===== config.mk =====
export PLATFORM = sky130hd
export DESIGN_NAME = memif_banked_flat
export DESIGN_NICKNAME = d
export VERILOG_FILES = /design/src/rtl/memif_banked_if.sv /design/src/rtl/memif_banked.sv /design/src/flat_wrapper.sv
export SDC_FILE = /design/constraint.sdc
export NUM_CORES = 1
export LEC_CHECK = 0
export CAP_MARGIN = 10
export CORE_UTILIZATION = 42
export CTS_CLUSTER_SIZE = 28
export DETAILED_ROUTE_END_ITERATION = 7
export PLACE_DENSITY_LB_ADDON = 0.1
export SLEW_MARGIN = 30
export SYNTH_ARGS = -nofsm -noshare
export SYNTH_HDL_FRONTEND = slang
export SYNTH_SLANG_ARGS = --single-unit

===== constraint.sdc =====
create_clock -name clk -period 1.96 [get_ports clk]
set_clock_uncertainty 0.05 [all_clocks]
set_input_delay 0.49 -clock clk [delete_from_list [all_inputs] [get_ports clk]]
set_output_delay 0.49 -clock clk [all_outputs]
set_load 0.01 [all_outputs]

===== src/rtl/memif_banked_if.sv =====
// memif_banked_if -- request/response bus of the banked memory interface.
//
// Signals:
//   req_valid, req_ready         request handshake
//   req_addr[15:0]               byte address
//   req_write                    1 = write, 0 = read
//   req_word                     1 = 16-bit big-endian access, 0 = byte
//   req_wdata[15:0]              write data (byte access uses [7:0])
//   rsp_valid, rsp_ready         response handshake
//   rsp_rdata[15:0]              read data (0 for writes)
//   rsp_err                      access rejected by the range check
//
// Modports: master = requester side, slave = memif_banked side.

interface memif_banked_if;
    logic        req_valid;
    logic        req_ready;
    logic [15:0] req_addr;
    logic        req_write;
    logic        req_word;
    logic [15:0] req_wdata;
    logic        rsp_valid;
    logic        rsp_ready;
    logic [15:0] rsp_rdata;
    logic        rsp_err;

    modport master (
        output req_valid, req_addr, req_write, req_word, req_wdata, rsp_ready,
        input  req_ready, rsp_valid, rsp_rdata, rsp_err
    );

    modport slave (
        input  req_valid, req_addr, req_write, req_word, req_wdata, rsp_ready,
        output req_ready, rsp_valid, rsp_rdata, rsp_err
    );
endinterface


===== src/rtl/memif_banked.sv =====
// memif_banked -- single-outstanding request/response front end for a
// byte-banked RAM (even bank holds even byte addresses, odd bank holds odd
// byte addresses, both with a 1-cycle registered read).
//
// Ports:
//   clk                      single clock, rising edge
//   reset                    synchronous active-high reset
//   bus                      memif_banked_if.slave request/response channel
//   read_addr_even/odd       bank read address (byte address >> 1)
//   read_data_even/odd       bank read data, valid one cycle after address
//   write_addr_even/odd      bank write address
//   write_data_even/odd      bank write data
//   write_en_even/odd        bank write strobe, high only during ISSUE
//
// Parameter:
//   ADDRBITS                 RAM is 2^ADDRBITS bytes ending at 0x3FFF
//
// Optional feature (macro MEMIF_RANGE_CHECK_EN): accesses touching bytes
// outside RAMBASE..0x3FFF do not write, and respond with rsp_err=1 and
// rsp_rdata=0 at the normal latency. Without the macro rsp_err is always 0.
//
// State  | meaning
// IDLE   | req_ready high, waiting for a request
// ISSUE  | bank addresses/data presented; write strobes high for writes
// CAPTURE| read only: bank read data valid, registered into rsp_rdata
// RESP   | rsp_valid high until the response handshake

module memif_banked #(
    parameter int ADDRBITS = 10
) (
    input  logic          clk,
    input  logic          reset,
    memif_banked_if.slave bus,
    output logic [14:0]   read_addr_even,
    input  logic [7:0]    read_data_even,
    output logic [14:0]   write_addr_even,
    output logic [7:0]    write_data_even,
    output logic          write_en_even,
    output logic [14:0]   read_addr_odd,
    input  logic [7:0]    read_data_odd,
    output logic [14:0]   write_addr_odd,
    output logic [7:0]    write_data_odd,
    output logic          write_en_odd
);

    typedef enum logic [1:0] {
        IDLE    = 2'd0,
        ISSUE   = 2'd1,
        CAPTURE = 2'd2,
        RESP    = 2'd3
    } state_t;

`ifdef MEMIF_RANGE_CHECK_EN
    localparam logic CHECK_EN = 1'b1;
`else
    localparam logic CHECK_EN = 1'b0;
`endif

    localparam int          RAMBASE_INT = 32'h4000 - (1 << ADDRBITS);
    localparam logic [15:0] RAMBASE     = RAMBASE_INT[15:0];
    localparam logic [15:0] RAMTOP      = 16'h3FFF;

    state_t      state;
    logic        req_ready_q;
    logic        rsp_valid_q;
    logic [15:0] rsp_rdata_q;
    logic        rsp_err_q;
    logic [14:0] addr_even_q;
    logic [14:0] addr_odd_q;
    logic [7:0]  wdata_even_q;
    logic [7:0]  wdata_odd_q;
    logic        wen_even_q;
    logic        wen_odd_q;
    logic        is_write_q;
    logic        is_word_q;
    logic        lsb_q;
    logic        err_q;

    logic [15:0] addr_plus1;
    logic        lsb;
    logic        use_even;
    logic        use_odd;
    logic        out_of_range;
    logic        range_err;
    logic [15:0] capture_data;

    // The second byte of a word wraps at 16 bits (0xFFFF + 1 = 0x0000).
    assign addr_plus1 = bus.req_addr + 16'd1;
    assign lsb        = bus.req_addr[0];
    assign use_even   = bus.req_word | ~lsb;
    assign use_odd    = bus.req_word | lsb;

    // For every access the odd byte lives at A>>1 and the even byte at
    // (A+1)>>1: for even A those coincide, for odd A the even byte is the
    // low half of a word that starts one bank row earlier on the odd side.
    assign out_of_range = (bus.req_addr < RAMBASE) || (bus.req_addr > RAMTOP) ||
                          (bus.req_word && ((addr_plus1 < RAMBASE) || (addr_plus1 > RAMTOP)));
    assign range_err    = CHECK_EN & out_of_range;

    // Big-endian: high byte comes from the bank holding A.
    always_comb begin
        capture_data = 16'h0000;
        if (is_word_q) begin
            capture_data = lsb_q ? {read_data_odd, read_data_even}
                                 : {read_data_even, read_data_odd};
        end else begin
            capture_data = {8'h00, (lsb_q ? read_data_odd : read_data_even)};
        end
    end

    always_ff @(posedge clk) begin
        if (reset) begin
            state        <= IDLE;
            req_ready_q  <= 1'b1;
            rsp_valid_q  <= 1'b0;
            rsp_rdata_q  <= 16'h0000;
            rsp_err_q    <= 1'b0;
            addr_even_q  <= 15'd0;
            addr_odd_q   <= 15'd0;
            wdata_even_q <= 8'h00;
            wdata_odd_q  <= 8'h00;
            wen_even_q   <= 1'b0;
            wen_odd_q    <= 1'b0;
            is_write_q   <= 1'b0;
            is_word_q    <= 1'b0;
            lsb_q        <= 1'b0;
            err_q        <= 1'b0;
        end else begin
            // Strobes are one-shot: only the accept edge sets them.
            wen_even_q <= 1'b0;
            wen_odd_q  <= 1'b0;
            case (state)
                IDLE: begin
                    if (bus.req_valid && req_ready_q) begin
                        req_ready_q  <= 1'b0;
                        addr_even_q  <= addr_plus1[15:1];
                        addr_odd_q   <= bus.req_addr[15:1];
                        wdata_even_q <= (bus.req_word && !lsb) ? bus.req_wdata[15:8]
                                                               : bus.req_wdata[7:0];
                        wdata_odd_q  <= (bus.req_word && lsb) ? bus.req_wdata[15:8]
                                                              : bus.req_wdata[7:0];
                        wen_even_q   <= bus.req_write & use_even & ~range_err;
                        wen_odd_q    <= bus.req_write & use_odd & ~range_err;
                        is_write_q   <= bus.req_write;
                        is_word_q    <= bus.req_word;
                        lsb_q        <= lsb;
                        err_q        <= range_err;
                        state        <= ISSUE;
                    end
                end
                ISSUE: begin
                    if (is_write_q) begin
                        rsp_rdata_q <= 16'h0000;
                        rsp_err_q   <= err_q;
                        rsp_valid_q <= 1'b1;
                        state       <= RESP;
                    end else begin
                        state <= CAPTURE;
                    end
                end
                CAPTURE: begin
                    rsp_rdata_q <= err_q ? 16'h0000 : capture_data;
                    rsp_err_q   <= err_q;
                    rsp_valid_q <= 1'b1;
                    state       <= RESP;
                end
                RESP: begin
                    if (bus.rsp_ready) begin
                        rsp_valid_q <= 1'b0;
                        req_ready_q <= 1'b1;
                        state       <= IDLE;
                    end
                end
                default: begin
                    rsp_valid_q <= 1'b0;
                    req_ready_q <= 1'b1;
                    state       <= IDLE;
                end
            endcase
        end
    end

    assign bus.req_ready = req_ready_q;
    assign bus.rsp_valid = rsp_valid_q;
    assign bus.rsp_rdata = rsp_rdata_q;
    assign bus.rsp_err   = rsp_err_q;

    assign read_addr_even  = addr_even_q;
    assign write_addr_even = addr_even_q;
    assign write_data_even = wdata_even_q;
    assign write_en_even   = wen_even_q;
    assign read_addr_odd   = addr_odd_q;
    assign write_addr_odd  = addr_odd_q;
    assign write_data_odd  = wdata_odd_q;
    assign write_en_odd    = wen_odd_q;

endmodule

===== src/flat_wrapper.sv =====
// flat-port wrapper written by rule: the top's interface ports become plain ports
module memif_banked_flat 
#(
    parameter int ADDRBITS = 10
)
  (clk, reset, read_addr_even, read_data_even, write_addr_even, write_data_even, write_en_even, read_addr_odd, read_data_odd, write_addr_odd, write_data_odd, write_en_odd, bus_req_valid, bus_req_addr, bus_req_write, bus_req_word, bus_req_wdata, bus_rsp_ready, bus_req_ready, bus_rsp_valid, bus_rsp_rdata, bus_rsp_err);
  memif_banked_if bus_i ();
  input  logic clk;
  input  logic reset;
  output logic [14:0] read_addr_even;
  input  logic [7:0] read_data_even;
  output logic [14:0] write_addr_even;
  output logic [7:0] write_data_even;
  output logic write_en_even;
  output logic [14:0] read_addr_odd;
  input  logic [7:0] read_data_odd;
  output logic [14:0] write_addr_odd;
  output logic [7:0] write_data_odd;
  output logic write_en_odd;
  input wire logic [$bits(bus_i.req_valid)-1:0] bus_req_valid;
  input wire logic [$bits(bus_i.req_addr)-1:0] bus_req_addr;
  input wire logic [$bits(bus_i.req_write)-1:0] bus_req_write;
  input wire logic [$bits(bus_i.req_word)-1:0] bus_req_word;
  input wire logic [$bits(bus_i.req_wdata)-1:0] bus_req_wdata;
  input wire logic [$bits(bus_i.rsp_ready)-1:0] bus_rsp_ready;
  output wire logic [$bits(bus_i.req_ready)-1:0] bus_req_ready;
  output wire logic [$bits(bus_i.rsp_valid)-1:0] bus_rsp_valid;
  output wire logic [$bits(bus_i.rsp_rdata)-1:0] bus_rsp_rdata;
  output wire logic [$bits(bus_i.rsp_err)-1:0] bus_rsp_err;
  assign bus_i.req_valid = bus_req_valid;
  assign bus_i.req_addr = bus_req_addr;
  assign bus_i.req_write = bus_req_write;
  assign bus_i.req_word = bus_req_word;
  assign bus_i.req_wdata = bus_req_wdata;
  assign bus_i.rsp_ready = bus_rsp_ready;
  assign bus_req_ready = bus_i.req_ready;
  assign bus_rsp_valid = bus_i.rsp_valid;
  assign bus_rsp_rdata = bus_i.rsp_rdata;
  assign bus_rsp_err = bus_i.rsp_err;
  memif_banked #(.ADDRBITS(ADDRBITS)) u_core (.clk(clk), .reset(reset), .bus(bus_i), .read_addr_even(read_addr_even), .read_data_even(read_data_even), .write_addr_even(write_addr_even), .write_data_even(write_data_even), .write_en_even(write_en_even), .read_addr_odd(read_addr_odd), .read_data_odd(read_data_odd), .write_addr_odd(write_addr_odd), .write_data_odd(write_data_odd), .write_en_odd(write_en_odd));
endmodule

==> impl_metrics.csv, run 1 <==
group,metric,value,unit
drt,first_iter_violations,69,
clock_tree,cts_buffers,9,
final_layout,final_net_count,587,
worst_setup_path,cp-startpoint,"u_core.bus.req_ready",
yosys,syn_area,3471,sq um
timing,rsz0062_at_grt,"false",
clock_tree,cts_htree_levels,3,
yosys,synth_top_area_share,40.95,%
global_routing,grt_max_degree,39,
worst_setup_path,cp.arrival,1.33,ns
power,power_density,1155,nW/um^2
timing,maxSlewViolCount,0,
timing,finalCritPeriodShare,95.43,%
timing,fmax,534.6,MHz
clock_tree,cts_tree,"done",
yosys,syn_nets,456,
timing,hold_ws,0.4278,ns
yosys,synth_area_leaders,"dfxtp_1 (41%), buf_4 (6.7%), nand2_1 (5.7%)",
yosys,postSynthAreaPerCell,8.765,sq um
timing,period_minus_slack,1.870,ns
yosys,synth_cells,396,
global_routing,grt_util_met1,26.25,%
final_layout,diodes,0,
drt,viasPerCell,5.076,
yosys,synth_top_area_cell,"dfxtp_1",
worst_setup_path,critical-path-max-stage-delay,0.57,ns
floorplan,initial_utilization,44.23,%
worst_setup_path,crit_path_start_kind,"register",
clock_tree,cts_sinks,71,
clock_tree,ctsResizeCount,0,
floorplan,pin_count,151,
floorplan,die_w,92.91,um
yosys,ys_seq_area_share,40.95,%
worst_hold_path,hold_start,"u_core.read_addr_even[0]",
drt,vias,3218,
worst_setup_path,path_class,"register to primary output",
worst_hold_path,hp-class,"register to register",
floorplan,dieHeight,92.91,um
power,ir_drop,579.5,uV
final_layout,final_area,5238,sq um
power,power,6.047,mW
final_layout,area_growth,50.90,%
clock_tree,clk_latency,0.35,ns
run_status,status,"completed",
placement,placed_cell_area,5006,sq um
global_routing,grt_use_total,21.35,%
drt,firstDrtPassIters,4,
global_routing,use_met3,5.172,%
timing,hold_viol,0,
floorplan,core_area,7848,sq um
yosys,ys.warnings.count,0,
global_routing,top_usage_layer,"met2",
global_routing,gr-usage-met2,35.05,%
worst_hold_path,whs_path_depth,2,
drt,ant_nets,0,
clock_tree,hold_buffers,0,
power,p_leak,1.950,nW
drt,avgRoutedWirePerCell,14.47,um
worst_setup_path,reg2regPathDepth,6,
yosys,yosys.cell_types.count,37,
clock_tree,root_buffer,"clkbuf_8",
global_routing,grt-ovfl-total,0,
global_routing,antenna_found_initial,0,
timing,setup_viol,0,
final_layout,layout-drive-gt1-share,12.03,%
worst_setup_path,path_buf_inv,1,
floorplan,dieArea,8631,sq um
floorplan,rows,32,
drt,wl,9177,um
worst_setup_path,worst-path-stages,1,
yosys,yosys_register_bits,71,
worst_setup_path,cp-end-kind,"primary output",
placement,portBuffers,149,
clock_tree,postCtsSetupBuffers,0,
worst_setup_path,reg2reg_from,"u_core.state[1]",
global_routing,grt_pass1_vias,3001,
placement,routabilityCongestion,0.8220,
flow_run,cap_violations,0,
clock_tree,clockBufferDepth,2,
worst_setup_path,crit_chain,"clkdlybuf4s50_1",
worst_setup_path,cp_top_family,"buffers and inverters",
placement,dp_hpwl,6788,um
drt,drcViolationCount,0,
timing,finalSetupTns,0,ns
worst_setup_path,crit_slowest_cell,"clkdlybuf4s50_1",
global_routing,grt_pass1_wl,14360,um
worst_setup_path,cp.required,1.42,ns
worst_setup_path,cp_max_fo,6,
clock_tree,clk_pin_slew,0.08,ns
## placed cells by master, fill, tap and decap left out, types with 4 or more instances in the layout
cell type        instances
nand3_1                 12
a211oi_1                19
clkbuf_8                11
xor2_1                   4
buf_12                   4
mux2i_1                 17
a2bb2oi_1                8
clkdlybuf4s50_1        148
inv_1                    5
a311oi_1                 9
nor3_1                   4
nand2_1                 53
a21oi_1                 23
xnor2_1                  9
ha_1                     6
dfxtp_1                 71
mux2_2                   8
nand4_1                  4
buf_4                   25
nor2_1                  49
a22oi_1                  8
## stage by stage
stage,util (%),std cells,worst slack (ns)
after floorplan,-,396,0.3619
after CTS,66.74,634,0.07409
final,66.74,634,0.08961
after detailed placement,63.79,618,-0.1511
after global placement,63.79,618,-0.1370
after global routing,66.74,634,0.02265
## report_power, final
group / leakage [nW] / switching (mW) / internal, mW / total (mW)
registers: 0.581 / 0.238 / 1.78 / 2.02
logic: 1.26 / 1.24 / 1.44 / 2.68
clock network: 0.113 / 0.555 / 0.791 / 1.35
## final timing paths
path,endpoint,slack [ns]
max,bus_req_ready,0.09
max reg2reg,u_core.bus.rsp_rdata[5],0.19
min,u_core.read_addr_even[0],0.43
min reg2reg,u_core.read_addr_even[0],0.43
## Yosys cell counts
library cell	count
o21bai_1	2
nor2_1	49
a221oi_1	1
a311oi_1	9
nor2b_1	3
xor2_4	1
or3_1	2
conb_1	1
mux2_2	8
nor4_4	1
xor2_1	4
nand3b_1	1
nand4_4	1
nor4_2	3
nand2b_1	3
mux2i_1	17
a211oi_2	3
and3b_1	1
nand3_2	1
nor3_1	4
ha_1	6
o21ai_0	3
inv_1	5
xnor2_1	9
buf_2	11
clkbuf_1	16
nand2_1	53
buf_4	31
and4_1	1
dfxtp_1	71
a22oi_1	8
a2bb2oi_1	8
a21oi_1	23
a211oi_1	19
nand4_1	4
nand3_1	12
and3_1	1
## state kept, by name (all words and copies together), names as in the netlist
register                flops
u_core.write_en_odd         1
u_core.read_addr_even      15
u_core.lsb_q                1
u_core.write_data_even      8
u_core.is_write_q           1
u_core.read_addr_odd       15
u_core.is_word_q            1
u_core.bus.rsp_valid        1
u_core.write_data_odd       8
u_core.bus.rsp_rdata       16
u_core.write_en_even        1
u_core.bus.req_ready        1
u_core.state                2
## cells by family after synthesis
| logic type | share of synthesized area [%] |
|---|---|
| AOI/OAI and AO/OA | 15.65 |
| adders and majority gates | 2.163 |
| other | 0.1080 |
| xor gates and xnor gates | 4.074 |
| buffers and inverters | 10.56 |
| and+or+nand+nor | 19.00 |
| DFF | 40.95 |
| muxes | 7.498 |
## layer usage
layer / up-vias / wire length [um]
li1: 1600 / -
met1: 1480 / 4038
met2: 123 / 4262
met3: 15 / 680
met4: 0 / 196
met5: - / 0
## layout make-up
class                      instances  area, sq um
fill                             675         2610
timing repair buffer             178         1754
multi-input combinational        262         1684
sequential                        71         1421
clock buffer                      12        155.1
tap                              102        127.6
clock inverter                     4        76.32
inverter                           5        18.77
No activity file was read; power rests on OpenSTA's default activity.
==> inputs of run 2 (changes only) <==
- CORE_UTILIZATION: 42 -> 35
- SLEW_MARGIN: 30 -> 40
==> impl_metrics.csv, run 2 (synthesis gave the netlist of run 1 again) <==
group,metric,value,unit
run_status,status,"completed",
placement,routabilityCongestion,0.7979,
floorplan,dieArea,10320,sq um
worst_hold_path,hp-class,"register to register",
timing,fmax,541.1,MHz
worst_setup_path,path_class,"register to primary output",
worst_setup_path,cp.required,1.42,ns
placement,dp_hpwl,7053,um
final_layout,final_common_cell,"clkdlybuf4s50_1",
global_routing,grt_use_total,18.43,%
worst_setup_path,cp_top_family,"buffers and inverters",
drt,ant_nets,0,
clock_tree,hold_buffers,0,
clock_tree,clockBufferDepth,2,
timing,finalCritPeriodShare,94.28,%
worst_hold_path,hold-path-endpoint,"u_core.read_addr_even[0]",
global_routing,grt-ovfl-total,0,
final_layout,layout_common_cells,"clkdlybuf4s50_1 (148), dfxtp_1 (71), nand2_1 (53)",
worst_setup_path,path_buf_inv,1,
drt,viasPerCell,4.804,
worst_setup_path,reg2regPathDepth,6,
worst_setup_path,reg2reg_from,"u_core.state[1]",
floorplan,die_w,101.6,um
worst_setup_path,crit_slowest_cell,"clkdlybuf4s50_1",
clock_tree,cts_buffers,9,
worst_setup_path,cp_max_fo,6,
final_layout,layout-drive-gt1-share,11.53,%
final_layout,final_net_count,586,
drt,avgRoutedWirePerCell,14.26,um
floorplan,core_area,9415,sq um
clock_tree,cts_htree_levels,3,
floorplan,rows,35,
drt,vias,3161,
clock_tree,clk_latency,0.33,ns
global_routing,grt_pass1_vias,3030,
worst_setup_path,r2r_end,"u_core.bus.rsp_rdata[2]",
global_routing,antenna_found_initial,0,
drt,wl,9383,um
power,power,5.702,mW
timing,maxSlewViolCount,0,
timing,setup_viol,0,
final_layout,area_growth,50.14,%
drt,first_iter_violations,69,
power,ir_drop,537.7,uV
final_layout,largest_reg_flops,16,
floorplan,dieHeight,101.6,um
worst_setup_path,critical-path-max-stage-delay,0.58,ns
final_layout,finalNonFillerCells,658,
worst_setup_path,regToRegSetupSlack,0.21,ns
timing,hold_ws,0.4280,ns
drt,firstDrtPassIters,4,
worst_hold_path,whs_path_depth,2,
timing,finalSetupTns,0,ns
timing,finalWorstSetupSlack,0.1121,ns
clock_tree,postCtsSetupBuffers,0,
worst_setup_path,cp-end-kind,"primary output",
timing,period_minus_slack,1.848,ns
power,p_leak,1.920,nW
clock_tree,root_buffer,"clkbuf_8",
final_layout,diodes,0,
drt,drcViolationCount,0,
flow_run,cap_violations,0,
global_routing,grt_max_degree,33,
worst_hold_path,hold_start,"u_core.read_addr_even[0]",
floorplan,pin_count,151,
worst_setup_path,cp.arrival,1.31,ns
placement,portBuffers,149,
clock_tree,ctsResizeCount,0,
floorplan,initial_utilization,36.86,%
clock_tree,clk_pin_slew,0.07,ns
worst_setup_path,crit_chain,"clkdlybuf4s50_1",
worst_setup_path,crit_path_start_kind,"register",
placement,placed_cells,644,
clock_tree,cts_sinks,71,
placement,post-place-ws,-0.2064,ns
clock_tree,cts_tree,"done",
global_routing,grt_pass1_wl,14740,um
power,power_density,1094,nW/um^2
timing,hold_viol,0,
==> run 2: cell count changes in the layout (fill, tap and decap cells not counted), sizes merged <==
cell	delta
clkinvlp	-1
clkbuf	+1
inv	-1
buf	-1
clkinv	+1
bufinv	-2
==> run 2: through the flow <==
stage	utilization, %	cell area [sq um]
after detailed placement	53.58	5045
final	55.35	5211
after global routing	55.35	5211
after floorplan	-	3471
after global placement	53.58	5045
after CTS	55.32	5209
==> run 2: layout make-up <==
| cell class | count | area, sq um |
|---|---|---|
| Timing Repair Buffer | 177 | 1759 |
| Clock buffer | 13 | 158.9 |
| Clock inverter | 1 | 5.005 |
| Inverter | 5 | 18.77 |
| Sequential cell | 71 | 1421 |
| Fill cell | 890 | 4204 |
| Multi-Input combinational cell | 262 | 1687 |
| Tap cell | 129 | 161.4 |
==> run 2: layer usage <==
metal	up-vias	global-route usage [%]	share of wire, %
li1	1609	-	-
met1	1434	23.69	46
met2	112	30.04	46
met3	6	4.555	7.4
met4	0	6.355	0.67
met5	-	0	0
==> run 2: report_power, final <==
part           leakage [nW]  switching, mW  internal (mW)  total [mW]
registers             0.581          0.240           1.78        2.02
logic                  1.25           1.21           1.43        2.65
clock network        0.0854          0.518          0.515        1.03
total                  1.92           1.97           3.73        5.70
==> run 2: worst max path at each step <==
stage	end	slack [ns]	depth (start not counted)	from
after CTS	bus_req_ready	0.09	1	u_core.bus.req_ready
final	bus_req_ready	0.11	1	u_core.bus.req_ready
after global placement	u_core.read_addr_even[13]	-0.17	6	bus_req_addr[0]
after detailed placement	u_core.read_addr_even[13]	-0.21	6	bus_req_addr[0]
after global routing	u_core.read_addr_even[13]	-0.005	6	bus_req_addr[0]
after floorplan	u_core.bus.rsp_rdata[14]	0.36	7	u_core.state[1]
